--- src/rtl/fifo_pkg.sv ---
// Shared constants and helpers for the UART receive FIFO.
package fifo_pkg;
  localparam int DEF_WIDTH = 8;
  localparam int DEF_DEPTH = 32;

  // Pointer width carries one extra wrap bit above the storage index.
  function automatic int ptr_width(input int depth);
    return $clog2(depth) + 1;
  endfunction
endpackage

--- src/rtl/rx_sync_fifo_if.sv ---
// Producer/consumer bus of the receive FIFO; master drives requests, slave is the FIFO.
interface rx_sync_fifo_if
  import fifo_pkg::*;
#(
  parameter int WIDTH = DEF_WIDTH,
  parameter int DEPTH = DEF_DEPTH
);
  localparam int CNT_W = ptr_width(DEPTH);

  logic             wr_en;
  logic [WIDTH-1:0] din;
  logic             full;
  logic             rd_en;
  logic [WIDTH-1:0] dout;
  logic             empty;
  logic [CNT_W-1:0] count;
  logic             overflow;
  logic             underflow;

  modport master (
    output wr_en, din, rd_en,
    input  full, dout, empty, count, overflow, underflow
  );

  modport slave (
    input  wr_en, din, rd_en,
    output full, dout, empty, count, overflow, underflow
  );
endinterface

--- src/rtl/fifo_regfile.sv ---
// DEPTH x WIDTH storage: synchronous write port, registered read port with enable.
module fifo_regfile
  import fifo_pkg::*;
#(
  parameter int WIDTH      = DEF_WIDTH,
  parameter int DEPTH      = DEF_DEPTH,
  parameter int ADDR_WIDTH = $clog2(DEPTH)
) (
  input  logic                  clk,
  input  logic                  rst,
  input  logic                  i_we,
  input  logic [ADDR_WIDTH-1:0] i_waddr,
  input  logic [WIDTH-1:0]      i_wdata,
  input  logic                  i_re,
  input  logic [ADDR_WIDTH-1:0] i_raddr,
  output logic [WIDTH-1:0]      o_rdata
);
  logic [WIDTH-1:0] r_mem [DEPTH];
  logic [WIDTH-1:0] r_rdata;

  // Storage carries no reset; only the output register is cleared.
  always_ff @(posedge clk) begin
    if (i_we) r_mem[i_waddr] <= i_wdata;
  end

  always_ff @(posedge clk or negedge rst) begin
    if (!rst)      r_rdata <= '0;
    else if (i_re) r_rdata <= r_mem[i_raddr];
  end

  assign o_rdata = r_rdata;
endmodule

--- src/rtl/rx_sync_fifo.sv ---
// Single-clock receive FIFO between UART RX and the memory-controller parser.
// Optional sticky overflow/underflow flags: define FIFO_ERR_FLAGS_EN.
module rx_sync_fifo
  import fifo_pkg::*;
#(
  parameter int WIDTH = DEF_WIDTH,
  parameter int DEPTH = DEF_DEPTH
) (
  input  logic         clk,
  input  logic         rst,
  rx_sync_fifo_if.slave bus
);
  localparam int ADDR_WIDTH = $clog2(DEPTH);
  localparam int PTR_W      = ptr_width(DEPTH);

  logic [PTR_W-1:0] r_wptr;
  logic [PTR_W-1:0] r_rptr;
  logic             w_full;
  logic             w_empty;
  logic             w_wr_acc;
  logic             w_rd_acc;
  logic [WIDTH-1:0] w_dout;

  // Flags come only from registered pointers, never from the request inputs.
  assign w_empty  = (r_wptr == r_rptr);
  assign w_full   = (r_wptr[ADDR_WIDTH-1:0] == r_rptr[ADDR_WIDTH-1:0]) &&
                    (r_wptr[ADDR_WIDTH] != r_rptr[ADDR_WIDTH]);
  assign w_wr_acc = bus.wr_en && !w_full;
  assign w_rd_acc = bus.rd_en && !w_empty;

  always_ff @(posedge clk or negedge rst) begin
    if (!rst) begin
      r_wptr <= '0;
      r_rptr <= '0;
    end else begin
      if (w_wr_acc) r_wptr <= r_wptr + PTR_W'(1);
      if (w_rd_acc) r_rptr <= r_rptr + PTR_W'(1);
    end
  end

  fifo_regfile #(
    .WIDTH      (WIDTH),
    .DEPTH      (DEPTH),
    .ADDR_WIDTH (ADDR_WIDTH)
  ) u_regfile (
    .clk     (clk),
    .rst     (rst),
    .i_we    (w_wr_acc),
    .i_waddr (r_wptr[ADDR_WIDTH-1:0]),
    .i_wdata (bus.din),
    .i_re    (w_rd_acc),
    .i_raddr (r_rptr[ADDR_WIDTH-1:0]),
    .o_rdata (w_dout)
  );

  assign bus.dout  = w_dout;
  assign bus.full  = w_full;
  assign bus.empty = w_empty;
  assign bus.count = r_wptr - r_rptr;

`ifdef FIFO_ERR_FLAGS_EN
  logic r_overflow;
  logic r_underflow;

  always_ff @(posedge clk or negedge rst) begin
    if (!rst) begin
      r_overflow  <= 1'b0;
      r_underflow <= 1'b0;
    end else begin
      if (bus.wr_en && w_full)  r_overflow  <= 1'b1;
      if (bus.rd_en && w_empty) r_underflow <= 1'b1;
    end
  end

  assign bus.overflow  = r_overflow;
  assign bus.underflow = r_underflow;
`else
  assign bus.overflow  = 1'b0;
  assign bus.underflow = 1'b0;
`endif
endmodule

--- src/flat_wrapper.sv ---
// flat-port wrapper written by rule: the top's interface ports become plain ports
module rx_sync_fifo_flat import fifo_pkg::*;
#(
  parameter int WIDTH = DEF_WIDTH,
  parameter int DEPTH = DEF_DEPTH
)
  (clk, rst, bus_wr_en, bus_din, bus_rd_en, bus_full, bus_dout, bus_empty, bus_count, bus_overflow, bus_underflow);
  rx_sync_fifo_if #(.WIDTH(WIDTH), .DEPTH(DEPTH)) bus_i ();
  input  logic clk;
  input  logic rst;
  input wire logic [$bits(bus_i.wr_en)-1:0] bus_wr_en;
  input wire logic [$bits(bus_i.din)-1:0] bus_din;
  input wire logic [$bits(bus_i.rd_en)-1:0] bus_rd_en;
  output wire logic [$bits(bus_i.full)-1:0] bus_full;
  output wire logic [$bits(bus_i.dout)-1:0] bus_dout;
  output wire logic [$bits(bus_i.empty)-1:0] bus_empty;
  output wire logic [$bits(bus_i.count)-1:0] bus_count;
  output wire logic [$bits(bus_i.overflow)-1:0] bus_overflow;
  output wire logic [$bits(bus_i.underflow)-1:0] bus_underflow;
  assign bus_i.wr_en = bus_wr_en;
  assign bus_i.din = bus_din;
  assign bus_i.rd_en = bus_rd_en;
  assign bus_full = bus_i.full;
  assign bus_dout = bus_i.dout;
  assign bus_empty = bus_i.empty;
  assign bus_count = bus_i.count;
  assign bus_overflow = bus_i.overflow;
  assign bus_underflow = bus_i.underflow;
  rx_sync_fifo #(.WIDTH(WIDTH), .DEPTH(DEPTH)) u_core (.clk(clk), .rst(rst), .bus(bus_i));
endmodule
--- config.mk ---
export PLATFORM = sky130hd
export DESIGN_NAME = rx_sync_fifo_flat
export DESIGN_NICKNAME = d
export VERILOG_FILES = /design/src/rtl/fifo_pkg.sv /design/src/rtl/rx_sync_fifo_if.sv /design/src/rtl/fifo_regfile.sv /design/src/rtl/rx_sync_fifo.sv /design/src/flat_wrapper.sv
export SDC_FILE = /design/constraint.sdc
export NUM_CORES = 1
export LEC_CHECK = 0
export CORE_MARGIN = 1.5
export CORE_UTILIZATION = 60
export CTS_CLUSTER_DIAMETER = 60
export DETAILED_ROUTE_END_ITERATION = 10
export GPL_TIMING_DRIVEN = 0
export PLACE_DENSITY = 0.87
export SYNTH_ARGS = -nofsm -noshare
export SYNTH_HDL_FRONTEND = slang
export SYNTH_SLANG_ARGS = --single-unit
export TNS_END_PERCENT = 100
--- constraint.sdc ---
create_clock -name clk -period 3.3 [get_ports clk]
set_clock_uncertainty 0.05 [all_clocks]
set_input_delay 0.33 -clock clk [delete_from_list [all_inputs] [get_ports clk]]
set_output_delay 0.33 -clock clk [all_outputs]
set_load 0.005 [all_outputs]
==> Yosys cells after proc, flatten, opt, wreduce, memory -nomap -nowiden <==
Memories as Yosys holds them, arrays and structs flattened. A register that Yosys moved wholly into a read port is not among the register bits.
Index checks and enable logic that the tools add are counted.
{ "totals": {"register_bits": 12, "ram_bits": 256, "in_bits": 12, "output_inout_bits": 18, "elab_cells": 17, "mem_count": 1} }
{ "classes": {"add_sub_neg": 3, "n_eq_ne": 3, "muxes": 2, "n_reduce_logical": 6} }
{ "memory_table": {"columns": ["memory", "words", "word_bits", "read_ports", "rd_ports_with_merged_regs", "write_ports", "line", "source"], "rows": [
  ["u_core.u_regfile.r_mem", 32, 8, 1, 1, 1, "fifo_regfile.sv:18", "logic [WIDTH-1:0] r_mem [DEPTH];"]
]} }
{ "op_table": {"columns": ["operator", "count"], "rows": [
  ["$add 6x1->6 const B", 2],
  ["$eq 6x6->1", 1],
  ["$sub 6x6->6", 1],
  ["$eq 5x5->1", 1],
  ["$logic_and 1x1->1", 3],
  ["$logic_not 1->1", 3],
  ["$mux 1", 2],
  ["$ne 1x1->1", 1]
]} }

==> Depth between registers and ports, before layout <==
{ "depth": {"word_depth": 6, "mapped_depth": 11} }

==> By module <==
Synthesis repeated with hierarchy kept, for this count alone.
{ "unflattened": {"hier_cells": 682, "area_unflattened_um2": 11309.6} }
{ "modules_own_cells": {"columns": ["mod", "instances", "cells_per_inst", "area_each_um2", "seq_area_each_um2"], "rows": [
  ["fifo_regfile", 1, 591, 10421.2, 7887.6],
  ["rx_sync_fifo", 1, 91, 888.4, 300.3]
]} }

==> Worst setup path before layout <==
Ideal clock, no wire load.
{ "synth_timing": {"path_kind": "flip-flop to flip-flop", "start": "reg u_core.r_rptr[2]", "end": "mem u_core.u_regfile.r_mem[31][0] in the netlist's numbering, enable pin", "t_arrival_ps": 2316, "required_ps": 2918, "slack_ps": 602, "stages_incl_launch_ff": 12, "n_path_buf": 4, "cell_sequence": "dfrtp_1 > buf_6 > buf_4 > inv_2 > clkbuf_1 > ha_1 > nand2_1 > o21a_1 > buf_2 > nand2_1 > nor2_1 > and2_1"} }
{ "synth_via": {"elab_chain_len": 6} }
{ "synth_rtl": {"columns": ["element", "line", "source"], "rows": [
  ["start: declaration", "rx_sync_fifo.sv:17", "logic [PTR_W-1:0] r_rptr;"],
  ["start signal: assignment", "rx_sync_fifo.sv:37", "if (w_rd_acc) r_rptr <= r_rptr + PTR_W'(1);"],
  ["$eq 5x5->1", "rx_sync_fifo.sv:26", "assign w_full = (r_wptr[ADDR_WIDTH-1:0] == r_rptr[ADDR_WIDTH-1:0]) &&"],
  ["$logic_and 1x1->1", "rx_sync_fifo.sv:26", null],
  ["$logic_not 1->1", "rx_sync_fifo.sv:28", "assign w_wr_acc = bus.wr_en && !w_full;"],
  ["$logic_and 1x1->1", "rx_sync_fifo.sv:28", null],
  ["$mux 1", "fifo_regfile.sv:23", "if (i_we) r_mem[i_waddr] <= i_wdata;"],
  ["$mux 1 (implied by the code)", "fifo_regfile.sv:23", null],
  ["end: declaration", "fifo_regfile.sv:18", null]
]} }
No other way between the ends.

==> Final worst setup path <==
{ "layout_timing": {"start": "reg u_core.r_rptr[3]", "end": "mem u_core.u_regfile.r_mem[29][4] in the netlist's numbering, enable pin"} }
Same word-level chain as after synthesis.

==> results.sh <==
export IMPL_critical_path_cell_chain="clkinvlp_4 > ha_1 > and4_1 > nand2_1 > o21a_1 > buf_2 > nand2_1 > nor2_1"
export IMPL_ios=30
export IMPL_layout_common_cells="edfxtp_1, nand2_1, mux4_2"
export IMPL_utilization_pct=69.9
export IMPL_tritoncts="yes"
export IMPL_synthToLayoutAreaGrowth_pct=13.2
export IMPL_port_buffers=27
export IMPL_rows=49
export IMPL_path_clk_slew_ps=70
export IMPL_hold_slack_ps=267
export IMPL_synth_compound_area_share_pct=2.76
export IMPL_rsz0062_at_grt="false"
export IMPL_start_util_pct=61.8
export IMPL_synth_mux_area_fraction_pct=13.9
export IMPL_multiInputGateArea_um2=2820
export IMPL_hpwl_um=15000
export IMPL_cts_max_path_buffers=3
export IMPL_synth_cells=608
export IMPL_cp_start_kind="flop"
export IMPL_seq_area_um2=8190
export IMPL_drv_cap=0
export IMPL_first_iter_violations=845
export IMPL_synth_edf_count=256
export IMPL_place_area_um2=11700
export IMPL_dieArea_um2=19400
export IMPL_cpMaxStageDelayCell="nor2_1"
export IMPL_drive_above_1_share_pct=20.0
export IMPL_drtAntennaViolNets=0
export IMPL_rr_worst_depth=8
export IMPL_slew_headroom_pct=14.2
export IMPL_synthXorXnorAreaFrac_pct=1.18
export IMPL_slew_viol_final=0
export IMPL_final_nets=689
export IMPL_cp_end_kind="flop"
export IMPL_netlist_area_um2=11200
export IMPL_fp_dieH_um=139
export IMPL_vias=6097
export IMPL_ys_seq_elements=276
export IMPL_finalSetupViolCount=0
export IMPL_irDropWorstVdd_uv=445
export IMPL_core_area_um2=18100
export IMPL_crit_type="flop to flop"
export IMPL_fin_crit_ps=3170
export IMPL_fill_cells=1022
export IMPL_gr_total_overflow=0
export IMPL_max_stage_delay_ps=730
export IMPL_synth_avg_cell_area_um2=18.4
export IMPL_first_pass_iters=11
export IMPL_path_max_fanout=8
export IMPL_fin_area_um2=12600
export IMPL_cts_htree_levels=1
export IMPL_cp_arrival_ps=3270
export IMPL_synthAdderAreaFrac_pct=1.30
export IMPL_viasPerCell=6.66
export IMPL_required_ps=3400
export IMPL_clk_latency_ps=550
export IMPL_gp_congestion=0.965
export IMPL_post_drt_wl_per_cell_um=27.1
export IMPL_yosysSeqAreaShare_pct=73.3
export IMPL_grt_util_all_layers_pct=26.3
export IMPL_die_w_um=139
export IMPL_yosys_warnings=0
export IMPL_cts_buffers=26
export IMPL_grt_max_degree=33
export IMPL_final_common_cell="edfxtp_1"
export IMPL_ys_flop_type="edfxtp_1"
export IMPL_max_slew_worst_pin_slew_ps=1280
export IMPL_routed_wl_um=24900
export IMPL_synth_top_family_by_area="multiplexers"
export IMPL_finalCritPeriodShare_pct=96.1
export IMPL_synth_simple_area_share_pct=5.44
export IMPL_synth_distinct_cells=44
export IMPL_grt_pass1_wl_um=37400
export IMPL_cts_sinks=276
export IMPL_status="finished with violations"
export IMPL_drc_errors=12
export IMPL_ys_async_sr_fraction_pct=7.25
export IMPL_grt_pass1_vias=6063
export IMPL_fmax_mhz=315
export IMPL_p_per_area_nw_per_um2=874
export IMPL_hp_class="primary input to async pin"
export IMPL_power_leakage_uw=0.00422
export IMPL_crit_path_frequent_cell="nand2_1"
export IMPL_violations="design-rule violations"
export IMPL_antenna_found_initial=1
export IMPL_finalHoldViolCount=0
export IMPL_postCtsHoldBufs=0
export IMPL_cts_root_buffer="clkbuf_16"
==> critical path, delay by kind of cell, from the launching register on <==
| family | cells | cell delay, ps |
|---|---|---|
| AO/OA/AOI/OAI | 1 | 110 |
| adder cells (fa/ha/maj) | 1 | 380 |
| buffers and inverters | 2 | 370 |
| flip-flops | 1 | 460 |
| AND/OR/NAND/NOR | 4 | 1400 |
==> metrics by stage <==
step                cells  setup TNS (ps)  total power (uW)  setup slack [ps]
floorplan             609               0              6720               602
global placement      865          -27120              7880              -216
detailed placement    865          -47510              8010              -299
CTS                   910            -946             10900             -47.5
global route          915               0             11400              24.7
finish                916               0             11100               128
==> flip-flops by register name, indices dropped and copies added (netlist names) <==
signal / flops
u_core.u_regfile.r_mem: 256
u_core.u_regfile.o_rdata: 8
u_core.r_rptr: 6
u_core.r_wptr: 6
==> metal layers <==
layer | share of wire, % | routed length [um] | global-route usage, %
met1 | 38 | 9420 | 36.1
met2 | 48 | 12000 | 42.2
met3 | 9.2 | 2300 | 4.65
met4 | 4.7 | 1170 | 11.8
met5 | 0 | 0 | 0
==> final cells by class <==
type / instances / share of cell area [%]
multi-input combinational: 293 / 22.3
buffer: 27 / 1.49
inverter: 10 / 0.366
antenna: 1 / 0.0198
clock buffer: 37 / 5.71
clock inverter: 11 / 0.732
timing repair buffer: 32 / 2.39
tap: 229 / 2.27
sequential: 276 / 64.7
==> cell families (layout without fill, tap and decap cells) <==
logic type | after synthesis | in the layout
other cells | 1 | 3
compound gates | 44 | 44
simple gates | 140 | 140
buf+inv | 40 | 117
flops | 276 | 276
mux | 81 | 81
fa+ha+maj | 11 | 11
xor+xnor | 15 | 15
==> power breakdown <==
part / internal, uW / switching, uW / leakage (uW) / total [uW]
Combinational: 1700 / 2170 / 0.00128 / 3870
Clock: 1610 / 1260 / 0.000395 / 2860
Sequential: 4160 / 162 / 0.00254 / 4320
==> cells in the mapped netlist (2+ instances only) <==
master / count / area, um2
a21oi_1: 16 / 80.1
nor2b_1: 3 / 18.8
mux4_1: 16 / 420
nand3_1: 2 / 10.0
xor2_1: 3 / 26.3
a211oi_1: 9 / 67.6
or3_1: 3 / 18.8
nor2_1: 54 / 203
buf_1: 2 / 7.51
edfxtp_1: 256 / 7690
nand2b_1: 8 / 50.1
mux2i_1: 26 / 260
nand2_1: 47 / 176
xnor2_1: 12 / 105
mux4_2: 38 / 856
dfrtp_1: 20 / 500
or2_2: 2 / 12.5
buf_2: 9 / 45.0
buf_6: 4 / 45.0
o21ai_0: 3 / 15.0
nor3_1: 14 / 70.1
buf_4: 8 / 60.1
inv_1: 9 / 33.8
a221oi_1: 7 / 61.3
clkbuf_1: 6 / 22.5
nand4_1: 2 / 12.5
a21o_1: 2 / 15.0
ha_1: 10 / 125
and2_1: 2 / 12.5
==> path summary, 6_finish.rpt <==
path / startpoint / endpoint / slack, ps
worst max-delay path: u_core.r_rptr[3] / u_core.u_regfile.r_mem[29][4] / 130
worst min-delay path: rst / u_core.r_rptr[3] / 270
worst max register to register: u_core.r_rptr[3] / u_core.u_regfile.r_mem[29][4] / 130
worst min register to register: u_core.r_wptr[5] / u_core.r_wptr[5] / 430
max in group asynchronous: rst / u_core.r_rptr[1] / 2290
min in group clk: bus_din[7] / u_core.u_regfile.r_mem[2][7] / 340
==> repair_timing <==
item	in CTS	in global routing
resized for setup	23	10
hold endpoints to repair	0	0
setup buffers	0	5
endpoints found under the setup margin	260	180
pin swaps	0	0
No activity file was read; power rests on OpenSTA's default activity.
